`src/rtl/uart_pkg.sv`:
```
// Shared UART definitions: oversampling, config register map, transmitter states
// and the parity helper used when a byte is accepted.
package uart_pkg;

  localparam int OVERSAMPLE = 16;
  localparam int CTRL_W     = 3;

  localparam logic [3:0] ADDR_CTRL  = 4'h0;
  localparam logic [3:0] ADDR_PRESC = 4'h1;

  localparam int CTRL_PAR_EN   = 0;
  localparam int CTRL_PAR_ODD  = 1;
  localparam int CTRL_TWO_STOP = 2;

  typedef enum logic [2:0] {
    IDLE   = 3'd0,
    START  = 3'd1,
    DATA   = 3'd2,
    PARITY = 3'd3,
    STOP   = 3'd4
  } tx_state_t;

  function automatic logic parity_bit(input logic [7:0] d, input logic odd);
    return (^d) ^ odd;
  endfunction

endpackage

```
`src/rtl/uart_tx_if.sv`:
```
// Handshake bundle of the UART transmitter: configuration bus, byte input and
// serial/status outputs. The master side drives bytes and config writes.
interface uart_tx_if;

  logic [3:0] c_addr;
  logic [7:0] c_data;
  logic       c_valid;
  logic       c_ready;
  logic [7:0] data;
  logic       valid_in;
  logic       ready_out;
  logic       tx;
  logic       busy;

  modport master (
    output c_addr, c_data, c_valid, data, valid_in,
    input  c_ready, ready_out, tx, busy
  );

  modport slave (
    input  c_addr, c_data, c_valid, data, valid_in,
    output c_ready, ready_out, tx, busy
  );

endinterface

```
`src/rtl/uart_baud_tick.sv`:
```
// Baud prescaler: while enabled, pulses tick for one clock every presc_i+1 clocks.
// A synchronous clear restarts the count so a new frame begins on a full period.
module uart_baud_tick #(
  parameter int PRESC_W = 8
) (
  input  logic               clk,
  input  logic               rst_n,
  input  logic               clr_i,
  input  logic               en_i,
  input  logic [PRESC_W-1:0] presc_i,
  output logic               tick_o
);

  logic [PRESC_W-1:0] cnt_q;
  logic [PRESC_W-1:0] cnt_d;

  always_comb begin
    cnt_d = cnt_q;
    if (clr_i) begin
      cnt_d = {PRESC_W{1'b0}};
    end else if (en_i) begin
      if (cnt_q == presc_i) begin
        cnt_d = {PRESC_W{1'b0}};
      end else begin
        cnt_d = cnt_q + {{(PRESC_W-1){1'b0}}, 1'b1};
      end
    end else begin
      cnt_d = cnt_q;
    end
  end

  always_ff @(posedge clk) begin
    if (!rst_n) begin
      cnt_q <= {PRESC_W{1'b0}};
    end else begin
      cnt_q <= cnt_d;
    end
  end

  assign tick_o = en_i && (cnt_q == presc_i);

endmodule

```
`src/rtl/uart_tx.sv`:
```
// UART transmitter: start bit, 8 data bits LSB first, optional parity, 1 or 2
// stop bits, each bit OVERSAMPLE baud ticks long. Config writes only land in IDLE.
module uart_tx #(
  parameter int OVERSAMPLE = uart_pkg::OVERSAMPLE,
  parameter int PRESC_W    = 8
) (
  input logic      clk,
  input logic      rst_n,
  uart_tx_if.slave bus
);

  import uart_pkg::*;

  localparam int                TICK_W    = $clog2(OVERSAMPLE);
  localparam logic [TICK_W-1:0] TICK_LAST = TICK_W'(OVERSAMPLE - 1);

  tx_state_t           state_q;
  logic [CTRL_W-1:0]   ctrl_q;
  logic [CTRL_W-1:0]   ctrl_d;
  logic [PRESC_W-1:0]  presc_q;
  logic [PRESC_W-1:0]  presc_d;
  logic [7:0]          shift_q;
  logic                par_q;
  logic [TICK_W-1:0]   tick_cnt_q;
  logic [2:0]          bit_cnt_q;
  logic                stop_cnt_q;
  logic                tx_q;
  logic                busy_q;
  logic                rdy_q;
  logic                cfg_wr;
  logic                accept;
  logic                tick;
  logic                bit_end;

  assign cfg_wr  = bus.c_valid  && rdy_q;
  assign accept  = bus.valid_in && rdy_q;
  assign bit_end = tick && (tick_cnt_q == TICK_LAST);

  // ctrl_d feeds the parity computed at accept, so a same-cycle CTRL write applies to this frame
  always_comb begin
    ctrl_d  = ctrl_q;
    presc_d = presc_q;
    if (cfg_wr) begin
      case (bus.c_addr)
        ADDR_CTRL:  ctrl_d  = bus.c_data[CTRL_W-1:0];
        ADDR_PRESC: presc_d = bus.c_data[PRESC_W-1:0];
        default:    ctrl_d  = ctrl_q;
      endcase
    end else begin
      ctrl_d  = ctrl_q;
      presc_d = presc_q;
    end
  end

  always_ff @(posedge clk) begin
    if (!rst_n) begin
      ctrl_q  <= {CTRL_W{1'b0}};
      presc_q <= {PRESC_W{1'b0}};
    end else begin
      ctrl_q  <= ctrl_d;
      presc_q <= presc_d;
    end
  end

  uart_baud_tick #(.PRESC_W(PRESC_W)) u_baud (
    .clk     (clk),
    .rst_n   (rst_n),
    .clr_i   (accept),
    .en_i    (busy_q),
    .presc_i (presc_q),
    .tick_o  (tick)
  );

  always_ff @(posedge clk) begin
    if (!rst_n) begin
      state_q    <= IDLE;
      shift_q    <= 8'h00;
      par_q      <= 1'b0;
      tick_cnt_q <= {TICK_W{1'b0}};
      bit_cnt_q  <= 3'd0;
      stop_cnt_q <= 1'b0;
      tx_q       <= 1'b1;
      busy_q     <= 1'b0;
      rdy_q      <= 1'b1;
    end else begin
      if (accept) begin
        tick_cnt_q <= {TICK_W{1'b0}};
      end else if (tick) begin
        tick_cnt_q <= tick_cnt_q + {{(TICK_W-1){1'b0}}, 1'b1};
      end
      case (state_q)
        IDLE: begin
          if (accept) begin
            state_q    <= START;
            shift_q    <= bus.data;
            par_q      <= parity_bit(bus.data, ctrl_d[CTRL_PAR_ODD]);
            bit_cnt_q  <= 3'd0;
            stop_cnt_q <= 1'b0;
            tx_q       <= 1'b0;
            busy_q     <= 1'b1;
            rdy_q      <= 1'b0;
          end
        end
        START: begin
          if (bit_end) begin
            state_q <= DATA;
            tx_q    <= shift_q[0];
          end
        end
        DATA: begin
          if (bit_end) begin
            if (bit_cnt_q == 3'd7) begin
              bit_cnt_q <= 3'd0;
              if (ctrl_q[CTRL_PAR_EN]) begin
                state_q <= PARITY;
                tx_q    <= par_q;
              end else begin
                state_q <= STOP;
                tx_q    <= 1'b1;
              end
            end else begin
              bit_cnt_q <= bit_cnt_q + 3'd1;
              shift_q   <= {1'b0, shift_q[7:1]};
              tx_q      <= shift_q[1];
            end
          end
        end
        PARITY: begin
          if (bit_end) begin
            state_q <= STOP;
            tx_q    <= 1'b1;
          end
        end
        STOP: begin
          if (bit_end) begin
            if (ctrl_q[CTRL_TWO_STOP] && !stop_cnt_q) begin
              stop_cnt_q <= 1'b1;
            end else begin
              stop_cnt_q <= 1'b0;
              state_q    <= IDLE;
              tx_q       <= 1'b1;
              busy_q     <= 1'b0;
              rdy_q      <= 1'b1;
            end
          end
        end
        default: begin
          state_q <= IDLE;
          tx_q    <= 1'b1;
          busy_q  <= 1'b0;
          rdy_q   <= 1'b1;
        end
      endcase
    end
  end

  assign bus.tx        = tx_q;
  assign bus.busy      = busy_q;
  assign bus.ready_out = rdy_q;
  assign bus.c_ready   = rdy_q;

endmodule

```
`src/flat_wrapper.sv`:
```
// flat-port wrapper written by rule: the top's interface ports become plain ports
module uart_tx_flat import uart_pkg::*;
#(
  parameter int OVERSAMPLE = uart_pkg::OVERSAMPLE,
  parameter int PRESC_W    = 8
)
  (clk, rst_n, bus_c_addr, bus_c_data, bus_c_valid, bus_data, bus_valid_in, bus_c_ready, bus_ready_out, bus_tx, bus_busy);
  uart_tx_if bus_i ();
  input logic clk;
  input logic rst_n;
  input wire logic [$bits(bus_i.c_addr)-1:0] bus_c_addr;
  input wire logic [$bits(bus_i.c_data)-1:0] bus_c_data;
  input wire logic [$bits(bus_i.c_valid)-1:0] bus_c_valid;
  input wire logic [$bits(bus_i.data)-1:0] bus_data;
  input wire logic [$bits(bus_i.valid_in)-1:0] bus_valid_in;
  output wire logic [$bits(bus_i.c_ready)-1:0] bus_c_ready;
  output wire logic [$bits(bus_i.ready_out)-1:0] bus_ready_out;
  output wire logic [$bits(bus_i.tx)-1:0] bus_tx;
  output wire logic [$bits(bus_i.busy)-1:0] bus_busy;
  assign bus_i.c_addr = bus_c_addr;
  assign bus_i.c_data = bus_c_data;
  assign bus_i.c_valid = bus_c_valid;
  assign bus_i.data = bus_data;
  assign bus_i.valid_in = bus_valid_in;
  assign bus_c_ready = bus_i.c_ready;
  assign bus_ready_out = bus_i.ready_out;
  assign bus_tx = bus_i.tx;
  assign bus_busy = bus_i.busy;
  uart_tx #(.OVERSAMPLE(OVERSAMPLE), .PRESC_W(PRESC_W)) u_core (.clk(clk), .rst_n(rst_n), .bus(bus_i));
endmodule
```
`config.mk`:
```
export PLATFORM = sky130hd
export DESIGN_NAME = uart_tx_flat
export DESIGN_NICKNAME = d
export VERILOG_FILES = /design/src/rtl/uart_pkg.sv /design/src/rtl/uart_tx_if.sv /design/src/rtl/uart_baud_tick.sv /design/src/rtl/uart_tx.sv /design/src/flat_wrapper.sv
export SDC_FILE = /design/constraint.sdc
export NUM_CORES = 1
export LEC_CHECK = 0
export ABC_AREA = 1
export CAP_MARGIN = 20
export CORE_MARGIN = 2
export CORE_UTILIZATION = 55
export CTS_CLUSTER_DIAMETER = 60
export CTS_CLUSTER_SIZE = 14
export DETAILED_ROUTE_END_ITERATION = 8
export PLACE_DENSITY = 0.78
export SYNTH_ARGS = -nofsm -noshare
export SYNTH_HDL_FRONTEND = slang
export SYNTH_SLANG_ARGS = --single-unit
```
`constraint.sdc`:
```
create_clock -name clk -period 1.9 [get_ports clk]
set_input_delay 0.57 -clock clk [delete_from_list [all_inputs] [get_ports clk]]
set_output_delay 0.57 -clock clk [all_outputs]
set_load 0.005 [all_outputs]
```
# Word-level counts from Yosys, hierarchy flattened
# Index checks and enable logic that the tools add are counted.
[op_classes]
add_sub_neg = 3
n_mul = 0
div = 0
magnitude_cmp = 0
eq_ne = 16
shifts = 0
muxes = 37
bitwise = 3
n_reduce_logical = 22
[op_table]
columns = ["cell", "n"]
rows = [
  ["$mux 3", 11],
  ["$mux 8", 4],
  ["$pmux 8 s2", 1],
  ["$pmux 3 s5", 1],
  ["$mux 1", 13],
  ["$ne 2x1->1 const B", 6],
  ["$add 8x1->8 const B", 1],
  ["$eq 8x8->1", 1],
  ["$reduce_and 4->1", 2],
  ["$reduce_xor 8->1", 1],
  ["$reduce_and 7->1", 1],
  ["$eq 3x2->1 const B", 2],
  ["$eq 3x3->1 const B", 2],
  ["$pmux 1 s3", 2],
  ["$pmux 3 s2", 1],
  ["$reduce_and 2->1", 3],
  ["$reduce_and 3->1", 2],
  ["$reduce_and 6->1", 1],
  ["$logic_and 1x1->1", 5],
  ["$pmux 1 s5", 1],
  ["$add 4x1->4 const B", 1],
  ["$eq 4x1->1 const B", 1],
  ["$eq 4x4->1 const B", 1],
  ["$logic_not 4->1", 1],
  ["other kinds (12)", 16],
]
[totals]
reg_bits = 42
latch_bits = 0
ram_bits = 0
rom_bits = 0
output_inout_bits = 4
memories = 0

# Longest topological paths before layout
# Gate-level depths: netlist of the first run.
[depth]
depth_word = 5
mapped_depth = 13
depth_no_buf = 13

# By module
# Synthesis of the first run repeated with hierarchy kept, for this count alone.
[hier_totals]
cells_unflattened = 342
area_unflattened_um2 = 2323.5
[by_module_without_submodules]
columns = ["module", "instances", "cells_per_inst", "area_per_inst_um2", "seq_area_each_um2"]
rows = [
  ["uart_tx", 1, 267, 1823.0, 680.7],
  ["uart_baud_tick", 1, 75, 500.5, 160.2],
]

# Least setup slack after synthesis of the first run
# OpenSTA, ideal clock, no wires.
[synth_timing]
path_type = "input to register"
from = "input bus_c_addr[3]"
to = "register u_core.par_q"
setup_ps = 109
arrival_time_ps = 1483
t_required_ps = 1791
slack_ps = 308
path_stages = 9
path_cell_list = "nor2_1 > inv_1 > nor3_1 > nand3_1 > o21ai_0 > nand3b_1 > nand3_1 > nand2_1 > inv_1"
[synth_via]
elab_chain_cells = 4
[synth_lines]
columns = ["item", "line_no", "source"]
rows = [
  ["start: declaration", "flat_wrapper.sv:11", "input wire logic [$bits(bus_i.c_addr)-1:0] bus_c_addr;"],
  ["$logic_not 4->1", "uart_tx.sv:44", "case (bus.c_addr)"],
  ["$mux 2", "uart_tx.sv:44", ""],
  ["$mux 2", "uart_tx.sv:43", "if (cfg_wr) begin"],
  ["$xor 1x1->1", "uart_pkg.sv:24", "return (^d) ^ odd;"],
  ["end signal: assignment", "uart_tx.sv:96", "par_q <= parity_bit(bus.data, ctrl_d[CTRL_PAR_ODD]);"],
  ["end: declaration", "uart_tx.sv:23", "logic par_q;"],
]
# No other way between the ends.
# A chain may end at the register's enable or synchronous reset.

# Worst setup path in the final report of the first run
[layout_timing]
from = "register u_core.busy_q (netlist: u_core.bus.busy)"
to = "output bus_busy"
[layout_rtl]
columns = ["item", "line_no", "source"]
rows = [
  ["start: declaration", "uart_tx.sv:28", "logic busy_q;"],
  ["start signal: assignment", "uart_tx.sv:83", "busy_q <= 1'b0;"],
  ["start signal: assignment", "uart_tx.sv:100", "busy_q <= 1'b1;"],
  ["start signal: assignment", "uart_tx.sv:142", "busy_q <= 1'b0;"],
  ["end: declaration", "flat_wrapper.sv:19", "output wire logic [$bits(bus_i.busy)-1:0] bus_busy;"],
]
# No word-level cell between the ends.

==> impl_metrics.env, run 1 <==
export IMPL_hold_violations=0
export IMPL_antenna_cells=0
export IMPL_place_gp_congestion=0.7906
export IMPL_dpl_hpwl_mm=3.387
export IMPL_grt_pass1_wl_mm=7.852
export IMPL_cts_setup_buffers=0
export IMPL_top_usage_layer="met2"
export IMPL_ios=28
export IMPL_p_seq_share_pct=37.8
export IMPL_nets=374
export IMPL_yosys_most_used_dff="dfxtp_1"
export IMPL_synth_common_cells="nand2_1 (63), dfxtp_1 (42), nor2_1 (39)"
export IMPL_maxSlewViolCount=0
export IMPL_overflow=0
export IMPL_synth_area_per_cell_um2=6.996
export IMPL_via_count=1980
export IMPL_fin_crit_sh_pct=95.33
export IMPL_grtUsageTotal_pct=22.94
export IMPL_antenna_found_initial=0
export IMPL_clock_tree_root_cell="clkbuf_8"
export IMPL_syn_nets=339
export IMPL_power_mw=3.083
export IMPL_dp_cells=387
export IMPL_cts_buffers=5
export IMPL_max_cap_violations=0
export IMPL_yosys_cell_types_count=37
export IMPL_drive_above_1_share_pct=10.98
export IMPL_whs_path_depth=2
export IMPL_leakagePower_nw=1.112
export IMPL_syn_area_um2=2176
export IMPL_ys_warn_count=0
export IMPL_r2r_start="u_core.u_baud.cnt_q[5]"
export IMPL_crit_path_start_kind="flip-flop"
export IMPL_min_period_ns=1.811
export IMPL_grt_pass1_vias=1887
export IMPL_ant_nets=0
export IMPL_drt_iter0_drc=67
export IMPL_fin_cells=394
export IMPL_ir_drop_uv=597.4
export IMPL_use_met2_pct=39.25
export IMPL_ys_ff_latch=42
export IMPL_p_int_mw=1.852
export IMPL_critical_path_class="flip-flop to output pin"
export IMPL_slowest_delay_ns=0.53
export IMPL_fp_row_count=22
export IMPL_pwr_share_comb_pct=44.6
export IMPL_pwr_share_clk_pct=17.7
export IMPL_htreeDepth=2
export IMPL_synth_edff_count=0
export IMPL_slew_headroom_pct=73.56
export IMPL_initial_utilization_pct=58.12
export IMPL_grt_max_degree=26
export IMPL_post_drt_wl_per_cell_um=11.29
export IMPL_die_y_um=66.90
export IMPL_arrival_ns=1.24
export IMPL_cts_reportedPaths_clkPinSlew_ns=0.08
export IMPL_fillers=352
export IMPL_ff2ff_setup_slack_ns=0.18
export IMPL_path_cells="clkdlybuf4s50_1"
export IMPL_vias_per_cell=5.025
export IMPL_core_um2=3744
export IMPL_r2r_end="u_core.bit_cnt_q[0]"
export IMPL_die_width_um=66.90
export IMPL_clockBufferDepth=2
export IMPL_port_buffers=27
export IMPL_first_pass_iters=4
export IMPL_p_switching_mw=1.231
export IMPL_max_freq_mhz=552.1
export IMPL_grt_use_met3_pct=5.574
export IMPL_synth_most_common_cell="nand2_1"
export IMPL_totalWireLength_mm=4.448
export IMPL_cts_sinks=42
export IMPL_reg2reg_depth=8
export IMPL_status="complete, no violations"
export IMPL_worstPathRequired_ns=1.33
export IMPL_netlist_area_leader_share_pct=38.64
export IMPL_finalClockSkew_ns=0.005435
export IMPL_async_flop_share_pct=0
export IMPL_yosys_area_top_type="dfxtp_1"
export IMPL_p_sw_share_pct=39.92
export IMPL_cts_tree="built"
export IMPL_crit_slowest_cell="clkdlybuf4s50_1"
export IMPL_grtUsageMet1_pct=28.53
export IMPL_synth_area_leaders="dfxtp_1 (39%), nand2_1 (11%), o21ai_0 (6.9%)"
export IMPL_seq_area_frac_synth_pct=38.64
export IMPL_holdPathEnd="u_core.shift_q[5]"
export IMPL_clk_latency_ns=0.29
export IMPL_hold_class="flip-flop to flip-flop"
export IMPL_synth_cells=311
export IMPL_power_density_nw_per_um2=1182
export IMPL_syn2layout_area_growth_pct=19.90
export IMPL_cp_end_kind="output pin"
export IMPL_worst_pin_slew_ns=0.3936
export IMPL_critical_path_peak_fanout=4
export IMPL_rsz0062_at_grt="true"
export IMPL_utilization_pct=69.69
export IMPL_drc_errors=0
export IMPL_setup_violations=0
export IMPL_min_from="u_core.shift_q[5]"
export IMPL_crit_buf_inv=1
export IMPL_critPathTopFamily="buffers and inverters"
export IMPL_die_area_um2=4475
-- power groups by stage --
stage	Clock, mW	Sequential (mW)	Combinational, mW
after floorplan	0	1.16	1.07
after global placement	0	1.18	1.33
after detailed placement	0	1.18	1.37
after CTS	0.554	1.16	1.37
after global routing	0.601	1.19	1.58
final	0.544	1.16	1.37
-- final cells by class --
cell class              instances  area, um2  area share [%]
flip-flops and latches         42      842.1           32.28
repair buffers                 36      337.8           12.95
inverters                      39      146.4           5.611
clock buffers                   7      76.32           2.926
well taps                      48      60.06           2.302
multi-input cells             222       1146           43.93
-- per-stage QoR --
stage | setup TNS, ns | hold WS, ns | cell area, um2 | setup slack, ns
after floorplan | 0 | 0.4239 | 2176 | 0.3082
after global placement | -1.362 | 0.4347 | 2521 | -0.1752
after detailed placement | -2.002 | 0.4410 | 2521 | -0.2653
after CTS | 0 | 0.4513 | 2597 | 0.006596
after global routing | -0.01659 | 0.4714 | 2609 | -0.01659
final | 0 | 0.4495 | 2609 | 0.08867
-- registers in the layout (all words and copies together) (netlist names) --
name / cells
u_core.tick_cnt_q: 4
u_core.bus.tx: 1
u_core.par_q: 1
u_core.state_q: 3
u_core.bit_cnt_q: 3
u_core.presc_q: 8
u_core.bus.busy: 1
u_core.bus.c_ready: 1
u_core.ctrl_q: 3
u_core.stop_cnt_q: 1
u_core.shift_q: 8
u_core.u_baud.cnt_q: 8
-- worst max path at each step --
| stage | startpoint | end | cells after the start |
|---|---|---|---|
| 2_1_floorplan | bus_c_addr[3] | u_core.par_q | 9 |
| 6_report | u_core.bus.busy | bus_busy | 1 |
| 3_5_place_dp | bus_c_addr[0] | u_core.presc_q[2] | 6 |
| 5_1_grt | bus_c_addr[3] | u_core.par_q | 10 |
| 4_1_cts | bus_c_addr[3] | u_core.par_q | 10 |
| 3_3_place_gp | bus_c_addr[0] | u_core.presc_q[7] | 6 |
-- routing by layer --
layer | vias to the layer above | routed length [um]
met1 | 884 | 2136
met3 | 6 | 135
met4 | 0 | 53
met5 | - | 0
li1 | 1063 | -
met2 | 27 | 2123
-- cell families after synthesis --
logic type / Yosys count / synth area share [%]
compound gates: 60 / 14.55
xor+xnor: 11 / 4.428
fa+ha+maj: 4 / 2.300
buf+inv: 47 / 9.143
flops: 42 / 38.64
mux: 1 / 0.4601
simple gates: 146 / 30.48
-- cell usage in the layout (no fill, tap or decap), types with 3 or more instances in the layout --
cell type	n
a21oi_1	23
buf_4	9
clkbuf_8	5
clkdlybuf4s50_1	27
dfxtp_1	41
ha_1	4
inv_1	33
inv_2	6
nand2_1	63
nand2_2	6
nand3_1	12
nor2_1	39
nor2_2	3
nor3_1	8
o21ai_0	29
xnor2_1	6
xor2_1	5
-- tightest hold or removal path: stages (launching register included) --
cell     delay (ns)
dfxtp_1        0.30
inv_1          0.05
a21oi_1        0.05
-- what timing repair did --
action / in CTS / in global routing
endpoints found under the setup margin: 0 / 9
gates resized for setup: 0 / 5
hold buffers: 0 / 0
No activity file was read; power rests on OpenSTA's default activity.
==> run 2, diff against run 1 <==
--- a/config.mk
+++ b/config.mk
@@ -12,6 +12,7 @@
 export CTS_CLUSTER_DIAMETER = 60
 export CTS_CLUSTER_SIZE = 14
 export DETAILED_ROUTE_END_ITERATION = 8
+export MAX_ROUTING_LAYER = met4
 export PLACE_DENSITY = 0.78
 export SYNTH_ARGS = -nofsm -noshare
 export SYNTH_HDL_FRONTEND = slang
==> run 2 against run 1 <==
Effect of this change: highest routed layer unchanged; hold slack barely moved; utilization did not move; largest cell class unchanged; sequential share of layout area did not move; non-clock buffer count did not move; design area did not move; final cell count did not move; critical endpoint unchanged.
==> impl_metrics.env, run 2 (synthesized netlist as in run 1, its figures left out) <==
export IMPL_clock_tree_root_cell="clkbuf_8"
export IMPL_htreeDepth=2
export IMPL_overflow=0
export IMPL_cts_buffers=5
export IMPL_dpl_worst_slack_ns=-0.2653
export IMPL_fin_crit_sh_pct=95.43
export IMPL_register_area_um2=842.1
export IMPL_cts_setup_buffers=0
export IMPL_critical_path_class="flip-flop to output pin"
export IMPL_finalClockSkew_ns=0.007737
export IMPL_via_count=1967
export IMPL_fin_cells=394
export IMPL_dpl_hpwl_mm=3.387
export IMPL_drive_above_1_share_pct=10.98
export IMPL_multi_input_area_um2=1146
export IMPL_clockBufferDepth=2
export IMPL_ios=28
export IMPL_crit_path_start_kind="flip-flop"
export IMPL_grtUsageTotal_pct=23.54
export IMPL_nets=374
export IMPL_clk_latency_ns=0.29
export IMPL_critical_path_peak_fanout=4
export IMPL_cts_tree="built"
export IMPL_place_gp_congestion=0.8018
export IMPL_totalWireLength_mm=4.481
export IMPL_max_freq_mhz=551.5
export IMPL_power_density_nw_per_um2=1183
export IMPL_cts_reportedPaths_clkPinSlew_ns=0.08
export IMPL_setup_violations=0
export IMPL_cp_end_kind="output pin"
export IMPL_cts_sinks=42
export IMPL_status="complete, no violations"
export IMPL_whs_ns=0.4495
export IMPL_drt_iter0_drc=91
export IMPL_initial_utilization_pct=58.12
export IMPL_antenna_found_initial=0
export IMPL_rsz0062_at_grt="true"
export IMPL_die_width_um=66.90
export IMPL_fillers=352
export IMPL_dp_cells=387
export IMPL_post_drt_wl_per_cell_um=11.37
export IMPL_most_common_layout_cells="nand2_1 (63), dfxtp_1 (41), nor2_1 (39)"
export IMPL_arrival_ns=1.24
export IMPL_antenna_cells=0
export IMPL_drc_errors=0
export IMPL_critPathTopFamily="buffers and inverters"
export IMPL_fp_row_count=22
export IMPL_crit_slowest_cell="clkdlybuf4s50_1"
export IMPL_maxSlewViolCount=0
export IMPL_grt_pass1_vias=1891
export IMPL_die_y_um=66.90
export IMPL_power_mw=3.087
export IMPL_grt_max_degree=26
export IMPL_worst_pin_slew_ns=0.3936
export IMPL_path_cells="clkdlybuf4s50_1"
export IMPL_utilization_pct=69.69
export IMPL_die_area_um2=4475
export IMPL_hold_violations=0
export IMPL_slowest_delay_ns=0.53
export IMPL_max_cap_violations=0
export IMPL_ir_drop_uv=600.3
export IMPL_slew_headroom_pct=73.56
export IMPL_port_buffers=27
export IMPL_first_pass_iters=4
export IMPL_syn2layout_area_growth_pct=19.90
export IMPL_mostFrequentLayoutCell="nand2_1"
export IMPL_worst_slack_ns=0.08684
export IMPL_reg_top3="u_core.presc_q: 8 flops, u_core.shift_q: 8 flops, u_core.u_baud.cnt_q: 8 flops"
export IMPL_min_period_ns=1.813
export IMPL_leakagePower_nw=1.112
export IMPL_grt_pass1_wl_mm=7.859
export IMPL_vias_per_cell=4.992
export IMPL_hold_class="flip-flop to flip-flop"
export IMPL_ant_nets=0
export IMPL_worstPathRequired_ns=1.33
export IMPL_core_um2=3744
export IMPL_crit_buf_inv=1
[run 2: cell counts in the layout (fill, tap and decap cells not counted)]
No cell type changed its count.
[run 2: path summary, 6_finish.rpt]
kind,to,from,cells after the start,slack [ns]
hold reg to reg,u_core.shift_q[5],u_core.shift_q[5],2,0.45
hold / removal,u_core.shift_q[5],u_core.shift_q[5],2,0.45
setup reg to reg,u_core.bit_cnt_q[0],u_core.u_baud.cnt_q[5],8,0.18
setup / recovery,bus_busy,u_core.bus.busy,1,0.09
[run 2: where the power goes]
group,internal [mW],total [mW],switching (mW)
Clock,0.253,0.545,0.292
Combinational,0.540,1.38,0.836
Sequential,1.06,1.17,0.106
[run 2: routing by layer]
layer	vias up	share of wire [%]	global-route usage, %
met5	-	0	-
met2	22	49	39.25
met3	2	2.4	5.574
met1	882	48	28.53
li1	1061	-	-
met4	0	0.51	6.378
[run 2: final cells by class]
class                           instances  share of cell area (%)
Multi-Input combinational cell        222                   43.93
Sequential cell                        42                   32.28
Timing Repair Buffer                   36                   12.95
Inverter                               39                   5.611
Clock buffer                            7                   2.926
Tap cell                               48                   2.302
[run 2: metrics by stage]
| stage | TNS, ns | instance area (um2) |
|---|---|---|
| 2_1_floorplan | 0 | 2176 |
| 3_3_place_gp | -1.362 | 2521 |
| 6_report | 0 | 2609 |
| 5_1_grt | -0.01658 | 2609 |
| 3_5_place_dp | -2.002 | 2521 |
| 4_1_cts | 0 | 2597 |
[run 2: timing repair]
action	4_1_cts	5_1_grt
setup endpoints to repair	0	9
hold buffers	0	0
resized for setup	0	5
endpoints found under the hold margin	0	0
==> run 3, diff against run 2 <==
--- a/config.mk
+++ b/config.mk
@@ -14,6 +14,7 @@
 export DETAILED_ROUTE_END_ITERATION = 8
 export MAX_ROUTING_LAYER = met4
 export PLACE_DENSITY = 0.78
+export SETUP_SLACK_MARGIN = 0.5
 export SYNTH_ARGS = -nofsm -noshare
 export SYNTH_HDL_FRONTEND = slang
 export SYNTH_SLANG_ARGS = --single-unit
==> run 3 against run 2 <==
Effect of this change: via count rose by 23%; power increased by 33%; design area grew 24%; utilization is 17 points higher; routed wire length rose by 63%; global-route usage increased by 8.1 points; critical path type is now flip-flop to flip-flop; critical endpoint is now u_core.state_q[1]; largest cell class unchanged.
==> impl_metrics.env, run 3 (synthesized netlist as in run 1, its figures left out) <==
export IMPL_dpl_worst_slack_ns=-0.2033
export IMPL_cp_end_kind="flip-flop"
export IMPL_grt_pass1_vias=2198
export IMPL_port_buffers=27
export IMPL_hold_class="flip-flop to flip-flop"
export IMPL_nets=407
export IMPL_antenna_found_initial=0
export IMPL_maxSlewViolCount=0
export IMPL_ff2ff_setup_slack_ns=0.18
export IMPL_clk_latency_ns=0.31
export IMPL_die_y_um=66.90
export IMPL_ios=28
export IMPL_clockBufferDepth=2
export IMPL_clock_tree_root_cell="clkbuf_8"
export IMPL_whs_path_depth=1
export IMPL_fillers=201
export IMPL_whs_ns=0.4497
export IMPL_min_period_ns=1.723
export IMPL_via_count=2415
export IMPL_max_freq_mhz=580.3
export IMPL_post_drt_wl_per_cell_um=17.11
export IMPL_max_cap_violations=0
export IMPL_reg_top3="u_core.presc_q: 8 flops, u_core.shift_q: 8 flops, u_core.u_baud.cnt_q: 8 flops"
export IMPL_arrival_ns=1.93
export IMPL_dp_cells=392
export IMPL_antenna_cells=0
export IMPL_fin_cells=428
export IMPL_die_area_um2=4475
export IMPL_place_gp_congestion=0.8760
export IMPL_worst_slack_ns=0.1768
export IMPL_worst_pin_slew_ns=0.4302
export IMPL_htreeDepth=2
export IMPL_cts_reportedPaths_clkPinSlew_ns=0.08
export IMPL_utilization_pct=86.20
export IMPL_min_from="u_core.tick_cnt_q[0]"
export IMPL_overflow=0
export IMPL_dpl_cell_area_um2=2599
export IMPL_grt_pass1_wl_mm=10.09
export IMPL_fp_row_count=22
export IMPL_worstPathRequired_ns=2.11
export IMPL_dpl_hpwl_mm=3.673
export IMPL_drc_errors=0
export IMPL_status="complete, no violations"
export IMPL_crit_path_start_kind="flip-flop"
export IMPL_grtUsageTotal_pct=31.63
export IMPL_leakagePower_nw=1.386
export IMPL_critical_path_class="flip-flop to flip-flop"
export IMPL_cts_tree="built"
export IMPL_grt_max_degree=26
export IMPL_cts_buffers=5
export IMPL_cts_sinks=42
export IMPL_power_density_nw_per_um2=1275
export IMPL_cts_hold_buf=0
export IMPL_totalWireLength_mm=7.321
export IMPL_slew_headroom_pct=71.22
export IMPL_finish_instance_area_um2=3227
export IMPL_startpoint="u_core.presc_q[1]"
export IMPL_core_um2=3744
export IMPL_reg2reg_depth=11
export IMPL_ir_drop_uv=699.4
export IMPL_drt_iter0_drc=327
export IMPL_fin_crit_sh_pct=90.69
export IMPL_syn2layout_area_growth_pct=48.30
export IMPL_r2r_end="u_core.state_q[1]"
export IMPL_drive_above_1_share_pct=39.21
export IMPL_setup_violations=0
export IMPL_vias_per_cell=5.643
export IMPL_finalClockSkew_ns=0.007376
export IMPL_die_width_um=66.90
export IMPL_mostFrequentLayoutCell="nand2_1"
export IMPL_initial_utilization_pct=58.12
export IMPL_crit_end="u_core.state_q[1]"
export IMPL_ant_nets=0
export IMPL_rsz0062_at_grt="true"
export IMPL_critical_path_peak_fanout=5
export IMPL_first_pass_iters=5
export IMPL_r2r_start="u_core.presc_q[1]"
export IMPL_hold_violations=0
export IMPL_most_common_layout_cells="nand2_1 (53), buf_4 (34), nor2_1 (26)"
[run 3: cell types whose count changed in the layout (fill, tap and decap cells not counted), sizes merged]
cell,before,now
clkdlybuf4s15,0,3
buf,9,46
clkdlybuf4s50,27,9
bufinv,0,2
clkinvlp,0,1
dlymetal6s2s,0,1
dlygate4sd2,0,8
[run 3: metrics by stage]
step           setup TNS (ns)  power (mW)
2_1_floorplan               0       2.250
3_3_place_gp          -0.7958       2.560
3_5_place_dp           -1.572       2.597
4_1_cts                     0       3.762
5_1_grt                     0       4.324
6_report                    0       4.113
[run 3: worst min path at each step]
| stage | slack [ns] | endpoint |
|---|---|---|
| after floorplan | 0.42 | u_core.tick_cnt_q[0] |
| after global placement | 0.43 | u_core.tick_cnt_q[0] |
| after detailed placement | 0.44 | u_core.tick_cnt_q[0] |
| after CTS | 0.45 | u_core.tick_cnt_q[0] |
| after global routing | 0.47 | u_core.tick_cnt_q[0] |
| final | 0.45 | u_core.tick_cnt_q[0] |
[run 3: critical path: stages, from the launching register on]
cell and delay [ns]:
dfxtp_2 0.36, inv_2 0.05, nand2_1 0.06, nand2_1 0.06, nor2_1 0.15, nand2_1 0.12, nor2_4 0.13, nand3_4 0.14
a21oi_2 0.22, nand2_1 0.11, nor2_1 0.14, nor2_1 0.07
[run 3: cell type report]
cell class              instances  area, um2  share of cell area (%)
multi-input cells             222       1429                   44.28
repair inverters                1      7.507                  0.2326
inverters                      39      156.4                   4.847
clock buffers                   6      82.58                   2.559
clock inverters                 2      60.06                   1.861
repair buffers                 68      561.8                   17.41
flip-flops and latches         42      869.6                   26.95
well taps                      48      60.06                   1.861
[run 3: where the power goes]
group	internal (mW)	switching (mW)	total, mW	leakage, nW
Clock	0.560	0.321	0.881	0.0714
Sequential	1.07	0.114	1.18	0.350
Combinational	0.804	1.25	2.05	0.965
[run 3: routing by layer]
| layer | vias up | track usage [%] | wire length (um) |
|---|---|---|---|
| met5 | - | - | 0 |
| met4 | 0 | 18.88 | 326 |
| li1 | 1130 | - | - |
| met2 | 141 | 51.50 | 3535 |
| met3 | 34 | 6.419 | 559 |
| met1 | 1110 | 35.84 | 2900 |
[run 3: timing repair]
item,in CTS,in global routing
hold endpoints to repair,0,0
endpoints found under the setup margin,46,42
pin swaps,29,19
gates cloned,2,0
resized for setup,100,43
buffers inserted,22,4
==> patch 1 (config.mk and constraints of run 2) <==
Make the reset (`rst_n`) asynchronous in 3 clocked blocks.
--- a/src/rtl/uart_baud_tick.sv
+++ b/src/rtl/uart_baud_tick.sv
@@ -30,5 +30,5 @@
   end
 
-  always_ff @(posedge clk) begin
+  always_ff @(posedge clk or negedge rst_n) begin
     if (!rst_n) begin
       cnt_q <= {PRESC_W{1'b0}};
--- a/src/rtl/uart_tx.sv
+++ b/src/rtl/uart_tx.sv
@@ -53,5 +53,5 @@
   end
 
-  always_ff @(posedge clk) begin
+  always_ff @(posedge clk or negedge rst_n) begin
     if (!rst_n) begin
       ctrl_q  <= {CTRL_W{1'b0}};
@@ -72,5 +72,5 @@
   );
 
-  always_ff @(posedge clk) begin
+  always_ff @(posedge clk or negedge rst_n) begin
     if (!rst_n) begin
       state_q    <= IDLE;
Function: differs if rst_n is asserted again (counterexample within 4 cycles, from zero or initial values and one cycle with rst_n low); with rst_n held inactive, the same outputs for 10 cycles.
==> patch 1 against run 2 <==
Design area grew 9.9%; via count shrank 0.61%; wire length grew 6.0%; sequential cell count is the same; setup slack gained 0.047 ns; sequential power grew 25%; area after synthesis grew 7.6%; power grew 25%.
==> patch 1: results (changes against run 2) <==
Placed design
  • Dpl hpwl: 3580 um (was 3390 um)
  • Placed cell area: 2730 sq um (was 2520 sq um)
  • Placed Cells: 366 (was 387)
  • RePlAce Congestion: 0.895 (was 0.802)
  • Setup WS pre-CTS: -0.191 ns (was -0.265 ns)

Detailed routing
  • Metal3 WL: 192 um (was 108 um)
  • Initial DRC count: 97 (was 91)
  • Wire length on met2: 2430 um (was 2190 um)
  • Routed WL per cell: 12.6 um (was 11.4 um)
  • Wire length on met1: 2050 um (was 2160 um)
  • Via-to-Cell Ratio: 5.19 (was 4.99)

Pwr
  • Max VDD drop: 1150 uV (was 600 uV)
  • LEAKAGE: 1.37 nW (was 1.11 nW)
  • Switching share of power: 38.7% (was 40.0%)

Finish
  • Nets: 354 (was 374)
  • Fraction of layout cells with a size suffix above 1: 16.8% (was 11.0%)
  • Fin cells: 377 (was 394)

Synthesis
  • Register area share after synthesis: 45.0% (was 38.6%)
  • Fraction of synthesized area in multiplexers: 3.96% (was 0.460%)
  • Post-synth ARST share: 100% (was 0%)
  • Compound-Gate Fraction of Synth Area: 11.3% (was 14.5%)
  • Post-Synth XOR/XNOR Area: 6.31% (was 4.43%)
  • Adder-Cell Fraction of Synth Area: 2.14% (was 2.30%)
  • Synth unique cells: 34 (was 37)
  • Synth area leaders: dfrtp_1 43%, nand2_1 10%, inv_1 5.8% (was dfxtp_1 39%, nand2_1 11%, o21ai_0 6.9%)

Global routing
  • Global-route wire length before repair: 8560 um (was 7860 um)
  • Largest net degree at the start of global routing: 43 (was 26)
  • Total track usage: 22.8% (was 23.5%)
  • Vias in the first global route: 1952 (was 1891)

Critical path
  • Crit path max-delay family: flip-flops (was buffers and inverters)
  • Slowest stage cell, crit path: dfstp_2 (was clkdlybuf4s50_1)
  • Critical Path Fanout Max: 3 (was 4)
  • Worst EP arrival: 1.20 ns (was 1.24 ns)

Status
  • Outcome: complete, no violations (unchanged)

STA
  • Clk_skew: 0.00956 ns (was 0.00774 ns)
  • Least-Margin Pin Slew: 0.535 ns (was 0.394 ns)

Hold path
  • Class of the worst hold path: primary input to asynchronous set/reset pin (was register to register)

Clock tree
  • Clock slew at reported path FFs: 0.08 ns (about the same)
-- patch 1: worst paths after layout --
kind	start	to	slack (ns)	cells after the start
worst max-delay path	u_core.bus.c_ready$_DFFE_PN1P_	bus_c_ready	0.13	2
max in group asynchronous	rst_n	u_core.bus.c_ready$_DFFE_PN1P_	1.19	2
worst max register to register	u_core.tick_cnt_q[0]$_DFFE_PN0P_	u_core.shift_q[7]$_DFFE_PN0P_	0.17	10
worst min-delay path	rst_n	u_core.presc_q[5]$_DFFE_PN0P_	0.32	2
worst min register to register	u_core.shift_q[0]$_DFFE_PN0P_	u_core.shift_q[0]$_DFFE_PN0P_	0.48	2
min in group clk	u_core.shift_q[0]$_DFFE_PN0P_	u_core.shift_q[0]$_DFFE_PN0P_	0.48	2
-- patch 1: metal layers --
metal	global-route usage [%]	up-vias
met2	37.5	39
met3	5.09	7
met1	28.2	919
li1	-	990
met4	7.19	0
met5	-	-
-- patch 1: timing repair --
action	4_1_cts	5_1_grt
endpoints found under the setup margin	2	16
resized for setup	2	3
setup buffers	3	0
-- patch 1: area by class of cell --
cell class	instances	area (sq um)
Timing Repair Buffer	45	400
Sequential cell	42	1050
Multi-Input combinational cell	193	1090
Clock inverter	3	40.0
Tap cell	50	62.6
Inverter	39	146
Clock buffer	5	68.8
Fill cell	336	1190
-- patch 1: power groups by stage --
stage	combinational (mW)	sequential, mW	clock, mW
6_report	1.69	1.46	0.699
5_1_grt	1.93	1.50	0.756
4_1_cts	1.70	1.46	0.714
3_5_place_dp	1.65	1.48	0
3_3_place_gp	1.60	1.48	0
2_1_floorplan	1.25	1.40	0
==> patch 2 (config.mk and constraints of run 2) <==
Without the edit above. `PRESC_W` is set to 8 in 3 places; all go to 6.
--- a/src/rtl/uart_baud_tick.sv
+++ b/src/rtl/uart_baud_tick.sv
@@ -2,5 +2,5 @@
 // A synchronous clear restarts the count so a new frame begins on a full period.
 module uart_baud_tick #(
-  parameter int PRESC_W = 8
+  parameter int PRESC_W = 6
 ) (
   input  logic               clk,
--- a/src/rtl/uart_tx.sv
+++ b/src/rtl/uart_tx.sv
@@ -3,5 +3,5 @@
 module uart_tx #(
   parameter int OVERSAMPLE = uart_pkg::OVERSAMPLE,
-  parameter int PRESC_W    = 8
+  parameter int PRESC_W    = 6
 ) (
   input logic      clk,
--- a/src/flat_wrapper.sv
+++ b/src/flat_wrapper.sv
@@ -3,5 +3,5 @@
 #(
   parameter int OVERSAMPLE = uart_pkg::OVERSAMPLE,
-  parameter int PRESC_W    = 8
+  parameter int PRESC_W    = 6
 )
   (clk, rst_n, bus_c_addr, bus_c_data, bus_c_valid, bus_data, bus_valid_in, bus_c_ready, bus_ready_out, bus_tx, bus_busy);
Formal check against the unedited RTL: same outputs for any inputs over 10 cycles, from zero or initial values and one cycle with rst_n low; that may be too few to reach the edited logic, so the function may still have changed.
==> patch 2 against run 2 <==
Final cell count decreased by 5.1%; global-route usage decreased by 1.1 points; via count decreased by 5.1%; first-iteration DRC count increased by 13%; power increased by 4.2%; design area decreased by 4.9%; sequential share of layout area decreased by 1.6 points; wire length decreased by 9.0%; sequential cell count decreased by 4; clock power increased by 24%; area after synthesis decreased by 6.2%; setup slack improved by 0.038 ns; critical path type unchanged; critical endpoint unchanged; highest routed layer unchanged.
==> patch 2: results (changes against run 2) <==
Synthesis
  • Synth Net Count: 320 (was 339)
  • Synth unique cells: 34 (was 37)
  • Post-synth ARST share: 0% (unchanged)
  • Register area share after synthesis: 37.3% (was 38.6%)
  • Commonest cells post-synth: 57 x nand2_1, 38 x dfxtp_1, 36 x inv_1, 30 x nor2_1, 28 x o21ai_0 (was 63 x nand2_1, 42 x dfxtp_1, 39 x nor2_1, 34 x inv_1, 30 x o21ai_0)
  • Synth area leaders: dfxtp_1 37%, nand2_1 10%, o21ai_0 6.9% (was dfxtp_1 39%, nand2_1 11%, o21ai_0 6.9%)
  • Warnings, synthesis: 0 (unchanged)

Finish
  • Filler Cell Count: 315 (was 352)
  • Biggest regs: u_core.shift_q x8, u_core.presc_q x6, u_core.u_baud.cnt_q x6 (was u_core.presc_q x8, u_core.shift_q x8, u_core.u_baud.cnt_q x8)
  • Fraction of layout cells with a size suffix above 1: 12.9% (was 11.0%)
  • Diodes inserted: 0 (unchanged)
  • Nets: 353 (was 374)

Global routing
  • Global-route wire length before repair: 7150 um (was 7860 um)
  • Initial antenna violation count: 0 (unchanged)
  • Total track usage: 22.4% (was 23.5%)
  • Met1 usage: 26.0% (was 28.5%)
  • Busiest grt layer: met2 (unchanged)
  • Met3 Use GR: 5.21% (was 5.57%)
  • Vias in the first global route: 1729 (was 1891)
  • Met2 Usage GRT: 37.4% (was 39.3%)
  • Largest net degree at the start of global routing: 24 (was 26)

Pwr
  • Max VDD drop: 680 uV (was 600 uV)
  • LEAKAGE: 1.08 nW (was 1.11 nW)
  • Sw Pwr: 1.28 mW (was 1.23 mW)

Detailed routing
  • Via-to-Cell Ratio: 4.99 (about the same)
  • Routed WL per cell: 10.9 um (was 11.4 um)
  • TritonRoute pass-1 iters: 4 (unchanged)
  • Initial DRC count: 103 (was 91)

Placed design
  • RePlAce Congestion: 0.864 (was 0.802)
  • # port buffers: 25 (was 27)
  • Dpl hpwl: 3070 um (was 3390 um)
  • Setup WS pre-CTS: -0.230 ns (was -0.265 ns)

Critical path
  • Slowest stage cell, crit path: clkdlybuf4s50_1 (unchanged)
  • Crit path max-delay family: buffers and inverters (unchanged)
  • Critical Path Fanout Max: 7 (was 4)
  • Crit path largest cell delay: roughly 0.52 ns

Clock tree
  • CTS max path bufs: 2 (unchanged)
  • Clk_lat worst skew: 0.29 ns (about the same)
  • Post-CTS setup buffer count: 0 (unchanged)
  • Depth of the CTS H-tree: 2 (unchanged)
  • Clock slew at reported path FFs: about 0.070 ns
  • PostCTS Resize Cnt: 0 (unchanged)
  • CTS buffer count: 5 (unchanged)
  • Root Driver: clkbuf_8 (unchanged)

STA
  • Least-Margin Pin Slew: 0.395 ns (was 0.394 ns)
  • Final setup vio count: 0 (unchanged)
  • Clk_skew: 0.00890 ns (was 0.00774 ns)

Hold path
  • Class of the worst hold path: register to register (unchanged)

Status
  • Outcome: complete, no violations (unchanged)
[patch 2: changes by cell type after synthesis, moves of 3 or more]
cell | before | now
nand2_1 | 63 | 57
nor3_1 | 8 | 1
dfxtp_1 | 42 | 38
nor2_1 | 39 | 30
xor2_1 | 5 | 8
nand3_1 | 12 | 19
[patch 2: worst paths after layout]
| path | startpoint | endpoint | slack [ns] | cells after the start |
|---|---|---|---|---|
| max | u_core.bus.busy$_SDFFE_PN0P_ | bus_busy | 0.12 | 1 |
| min | u_core.shift_q[4]$_SDFFE_PN0P_ | u_core.shift_q[4]$_SDFFE_PN0P_ | 0.45 | 2 |
| max reg2reg | u_core.tick_cnt_q[0]$_SDFFE_PP0P_ | u_core.state_q[2]$_SDFFE_PN0P_ | 0.25 | 10 |
| min reg2reg | u_core.shift_q[4]$_SDFFE_PN0P_ | u_core.shift_q[4]$_SDFFE_PN0P_ | 0.45 | 2 |
[patch 2: cell type report]
cell class                      count  area (sq um)  share of cell area [%]
Sequential cell                    38           762                    30.7
Inverter                           42           158                    6.35
Clock inverter                      1          30.0                    1.21
Timing Repair Buffer               32           303                    12.2
Multi-Input combinational cell    206          1090                    44.0
Clock buffer                        7          76.3                    3.08
Tap cell                           48          60.1                    2.42
[patch 2: per-layer routing]
layer  routed length, um  share of wire, %
met5                   0                 0
met2                1920                47
met1                1950                48
met3                 126               3.1
met4                  85               2.1
[patch 2: per-stage QoR]
step / std cells / cell area [sq um] / hold WS (ns)
after global routing: 374 / 2480 / 0.471
after detailed placement: 366 / 2370 / 0.438
after global placement: 366 / 2370 / 0.433
after floorplan: 292 / 2040 / 0.425
after CTS: 374 / 2480 / 0.449
final: 374 / 2480 / 0.445
[patch 2: power by group through the flow]
stage	combinational, mW	sequential (mW)	clock, mW
CTS	1.45	1.10	0.698
global placement	1.42	1.11	0
floorplan	1.16	1.09	0
global route	1.66	1.12	0.738
finish	1.44	1.10	0.675
detailed placement	1.44	1.12	0
[patch 2: worst register-to-register path, cell delays in order, from the launching register on]
cell	delay (ns)
dfxtp_1	0.38
ha_1	0.18
inv_1	0.06
nor3_2	0.25
nand3_2	0.19
nand2_2	0.11
nand2_2	0.07
inv_1	0.12
nand3_1	0.09
nand2_1	0.07
nor2_1	0.04
[patch 2: cell families after synthesis]
| group | Yosys count | share of synthesized area, % |
|---|---|---|
| buf+inv | 48 | 9.44 |
| simple gates | 130 | 29.4 |
| xor+xnor | 13 | 5.58 |
| fa+ha+maj | 4 | 2.45 |
| compound gates | 59 | 15.9 |
| flops | 38 | 37.3 |
